**config.mk**
```make
export PLATFORM = sky130hd
export DESIGN_NAME = sequential_multiplier
export DESIGN_NICKNAME = d
export VERILOG_FILES = /design/src/rtl/sequential_multiplier.sv
export SDC_FILE = /design/constraint.sdc
export NUM_CORES = 1
export LEC_CHECK = 0
export CORE_AREA = 5 5 94 96
export CTS_BUF_LIST = sky130_fd_sc_hd__clkbuf_4
export CTS_CLUSTER_DIAMETER = 100
export DETAILED_ROUTE_END_ITERATION = 16
export DIE_AREA = 0 0 99 101
export PLACE_DENSITY = 0.64
export SYNTH_ARGS = -nofsm -noshare
export SYNTH_HDL_FRONTEND = slang
export SYNTH_SLANG_ARGS = --single-unit
```
**constraint.sdc**
```tcl
create_clock -name clk -period 5.8 [get_ports clk]
set_clock_uncertainty 0.1 [all_clocks]
set_input_delay 1.16 -clock clk [delete_from_list [all_inputs] [get_ports clk]]
set_output_delay 1.16 -clock clk [all_outputs]
set_load 0.005 [all_outputs]
```
**src/rtl/sequential_multiplier.sv**
```systemverilog
// Free-running digit-serial unsigned multiplier: LOAD captures operands, then
// WIDTH/DIGIT CALC cycles each accumulate one DIGIT-wide slice of the multiplier.
module sequential_multiplier #(
  parameter int WIDTH = 8,
  parameter int DIGIT = 4
) (
  input  logic                 clk,
  input  logic                 reset,
  input  logic [WIDTH-1:0]     a,
  input  logic [WIDTH-1:0]     b,
  output logic [2*WIDTH-1:0]   result,
  output logic                 busy,
  output logic                 done
);

  localparam int NDIG = WIDTH / DIGIT;
  localparam int CW   = (NDIG > 1) ? $clog2(NDIG) : 1;

  typedef enum logic {S_LOAD = 1'b0, S_CALC = 1'b1} state_e;

  state_e               state_q, state_d;
  logic [WIDTH-1:0]     a_q, a_d, b_q, b_d, b_sh;
  logic [2*WIDTH-1:0]   acc_q, acc_d, res_q, res_d, pp, sum;
  logic [CW-1:0]        cnt_q, cnt_d;
  logic                 done_q, done_d, last;
  logic [DIGIT-1:0]     dig;
  logic [31:0]          sh;

  // State register
  always_ff @(posedge clk) begin
    if (reset) state_q <= S_LOAD;
    else       state_q <= state_d;
  end

  // Next-state logic
  always_comb begin
    state_d = state_q;
    case (state_q)
      S_LOAD:  state_d = S_CALC;
      S_CALC:  if (last) state_d = S_LOAD;
      default: state_d = S_LOAD;
    endcase
  end

  // Outputs
  always_comb begin
    busy   = (state_q == S_CALC);
    done   = done_q;
    result = res_q;
  end

  // Partial product of the current multiplier digit, aligned to its weight
  always_comb begin
    last = (cnt_q == CW'(NDIG - 1));
    sh   = 32'(cnt_q) * 32'(DIGIT);
    b_sh = b_q >> sh;
    dig  = b_sh[DIGIT-1:0];
    pp   = ({{WIDTH{1'b0}}, a_q} * {{(2*WIDTH-DIGIT){1'b0}}, dig}) << sh;
    sum  = acc_q + pp;
  end

  always_comb begin
    a_d    = a_q;
    b_d    = b_q;
    acc_d  = acc_q;
    cnt_d  = cnt_q;
    res_d  = res_q;
    done_d = 1'b0;
    case (state_q)
      S_LOAD: begin
        a_d   = a;
        b_d   = b;
        acc_d = '0;
        cnt_d = '0;
      end
      S_CALC: begin
        acc_d = sum;
        cnt_d = cnt_q + CW'(1);
        if (last) begin
          res_d  = sum;
          done_d = 1'b1;
          cnt_d  = '0;
        end
      end
      default: ;
    endcase
  end

  always_ff @(posedge clk) begin
    if (reset) begin
      a_q    <= '0;
      b_q    <= '0;
      acc_q  <= '0;
      cnt_q  <= '0;
      res_q  <= '0;
      done_q <= 1'b0;
    end else begin
      a_q    <= a_d;
      b_q    <= b_d;
      acc_q  <= acc_d;
      cnt_q  <= cnt_d;
      res_q  <= res_d;
      done_q <= done_d;
    end
  end

endmodule

```
==> reports/metrics.csv <==
metric,value,unit
outcome,finished clean,
reg2reg start,cnt_q$_SDFF_PP0_,
"Largest stage delay, worst path",0.53,ns
Synth Flop Type,dfxtp_1,
Buf/Inv on CP,1,
R2R Path End,result[15]$_SDFFE_PP0P_,
WP data arrival,5.56,ns
FF-to-FF setup slack,0.42,ns
Mapped Cells,377,
Clock Sinks,51,
"Cell Chain, Critical Path",mux2i_2 -> nand2b_1 -> fa_1 -> inv_1 -> fa_1 -> ha_1 -> a211oi_1 -> o21bai_1 -> a21oi_1 -> o21bai_1 -> a21oi_1 -> xor2_1 -> o21ai_0 -> ha_1 -> o21ai_0 -> nor2_1 -> o41a_1 -> or3_1 -> o211ai_2 -> xor2_1 -> o21ai_0,
cell with the most instances after synthesis,dfxtp_1,
"Net Count, Synth",439,
worst min path class,flip-flop to flip-flop,
fin crit share,92.74,%
GRT Total Usage,14.53,%
DRC viols,0,
Post-DP HPWL,5.285,mm
CP Class,flip-flop to flip-flop,
most frequent cells after synthesis,"dfxtp_1 (51), nor2_1 (39), ha_1 (31)",
core region area,0.007969,mm^2
startpoint types,flip-flop,
row cnt,33,
Detailed Route WL,6.694,mm
sequential cell area fraction in the yosys report,30.17,%
total negative slack,0,ns
"Endpoint, Worst Hold",result[11]$_SDFFE_PP0P_,
Clock Tree Root,clkbuf_4,
post-synth top area cell,dfxtp_1,
DRT iter0 DRCs,103,
DIE WIDTH,99,um
antenna fix cells,0,
die area,0.009999,mm^2
largest net degree at the start of global routing,25,
slowest CP cell,fa_1,
PortBufs,35,
first-pass GRT wire length,12.04,mm
RSZ-0062 raised after global routing,no,
DR WL/cell,12.87,um
"Warnings, synthesis",0,
Synth top area share,30.17,%
met2 Use GR,25.77,%
CTS tree,yes,
Nets,476,
First-pass DRT Iterations,4,
"Clk pin slew, worst setup/hold paths",0.16,ns
Synth area leaders,"dfxtp_1 (30%), ha_1 (11%), fa_1 (7.7%), mux2i_1 (5.9%), nor2b_1 (5.2%)",
Die Span Y,101,um
starting density of the core,42.47,%
fill cell count,786,
Mapped Area,0.003384,mm^2
Final Hold Violating Endpoints,0,
vias in the first global route,2729,
WHS Path Cells,2,
Hold Startpoint,result[11]$_SDFFE_PP0P_,
initial antenna violation count,0,
synthesis-to-finish area growth,16.16,%
GR Layer Usage met3,2.561,%
"FFs w/ async S/R, synth",0,%
Slew HR,36.14,%
Post-synth EDFFs,0,
final setup fails,0,
Max Cap Viol,0,
cells on worst reg2reg path,21,
Antenna Nets Post-Route,0,
register bit total from synthesis,51,
Max Freq,185.9,MHz
Design Power,671.4,uW
worst-margin pin slew,0.9566,ns
CP Max Fanout,4,
GRT met1 Usage,17.45,%
Avg Vias per Cell,5.125,
crit path time final,5.379,ns
CTS Hold Bufs,0,
CP endpoint kind,flip-flop,
htree depth,2,
Crit path required time,5.98,ns
gpl congestion,0.8876,
GRT overflow,0,
I/O Pins,36,
Unique masters post-synth,49,
Mean Syn Cell Area,8.977,um^2
"IR drop worst, VDD",0.00008974,V
CTS Buf Count,5,
Max Transition Viols Final,0,
vias,2665,
Max clock buf depth,2,
power per cell area,170.8,mW/mm^2
"Setup Fix Bufs, Post-CTS",0,
critical path's top delay family,compound AO/OA/AOI/OAI gates,
layout cells sized above 1,6.988,%
leakage,0.001757,uW
"most used cell, CP",o21ai_0,
global route hottest layer,met2,
worst skew pair latency,0.38,ns
[power breakdown]
group	leakage, uW	switching (uW)	internal [uW]
registers	0.000416	13.9	363
clock network	0.0000354	124	47.8
logic	0.00131	62.7	60.2
[registers in the layout, summed over array words and instances (netlist names)]
signal	flops
a_q	8
acc_q	16
b_q	8
busy	1
cnt_q	1
done	1
result	16
[stage by stage]
stage	std cells	utilization, %	setup slack [ns]	instance area (um^2)	hold WS [ns]
after floorplan	377	-	0.2723	3385	0.3487
after global placement	512	48.17	0.4015	3839	0.3350
after detailed placement	512	48.17	0.3061	3839	0.3421
after CTS	520	48.88	0.2748	3895	0.3746
after global routing	520	49.33	0.01076	3931	0.3862
final	520	49.33	0.4210	3931	0.3691
[how the worst max path moves through the flow]
stage                                          to  cells after the start              from
after CTS                 result[15]$_SDFFE_PP0P_                     21  cnt_q$_SDFF_PP0_
after global placement    result[15]$_SDFFE_PP0P_                     21  cnt_q$_SDFF_PP0_
after floorplan           result[15]$_SDFFE_PP0P_                     23  cnt_q$_SDFF_PP0_
final                     result[15]$_SDFFE_PP0P_                     21  cnt_q$_SDFF_PP0_
after detailed placement  result[15]$_SDFFE_PP0P_                     21  cnt_q$_SDFF_PP0_
after global routing      result[15]$_SDFFE_PP0P_                     21  cnt_q$_SDFF_PP0_
[routing by layer]
metal	vias to the layer above	part of all wire, %
met1	1233	47
met2	50	47
met4	0	2.2
met3	15	4.1
met5	-	0
li1	1367	-
[area by class of cell]
cell class / count / area, um^2 / area share (%)
clock buffer: 5 / 37.54 / 0.9548
clock inverter: 3 / 18.77 / 0.4774
inverter: 26 / 97.59 / 2.482
multi-input combinational: 290 / 2233 / 56.81
sequential: 51 / 1025 / 26.07
tap: 105 / 131.4 / 3.342
timing repair buffer: 40 / 387.9 / 9.866
[cells in the final DEF (no fill, tap or decap), types with 4 or more instances in the layout]
master / n
and2_1: 6
and3_1: 4
nand2b_1: 6
ha_1: 31
fa_1: 13
clkdlybuf4s50_1: 35
nand2_1: 28
inv_1: 25
a21o_1: 9
xor2_1: 8
dfxtp_1: 50
buf_4: 5
a22o_1: 7
o21a_1: 4
mux2i_1: 17
o21ai_0: 16
xnor2_1: 9
clkbuf_4: 5
nor2b_1: 28
nor2_1: 39
nor3_1: 8
a21oi_1: 17
o211ai_1: 4
[repair_timing]
item                                    in CTS  in global routing
gates resized for setup                      0                  8
endpoints found under the setup margin       0                  7
endpoints found under the hold margin        0                  0
[cell families after synthesis]
kind of cell               count (synthesis)  synth area share (%)
xor gates and xnor gates                  17                 4.399
buffers and inverters                     36                 4.806
DFF                                       51                 30.17
and+or+nand+nor                          128                 18.45
AOI/OAI and AO/OA                         78                 16.12
muxes                                     23                 6.913
adders and majority gates                 44                 19.15
[worst reg2reg max path: stages (launching register included)]
cell and delay, ns:
dfxtp_4 0.41, mux2i_2 0.17, nand2b_1 0.17, fa_1 0.53
inv_1 0.05, fa_1 0.53, ha_1 0.34, a211oi_1 0.37
o21bai_1 0.13, a21oi_1 0.24, o21bai_1 0.09, a21oi_1 0.17
xor2_1 0.20, o21ai_0 0.12, ha_1 0.36, o21ai_0 0.16
nor2_1 0.07, o41a_1 0.32, or3_1 0.39, o211ai_2 0.11
xor2_1 0.16, o21ai_0 0.08
No activity file was read; power rests on OpenSTA's default activity.
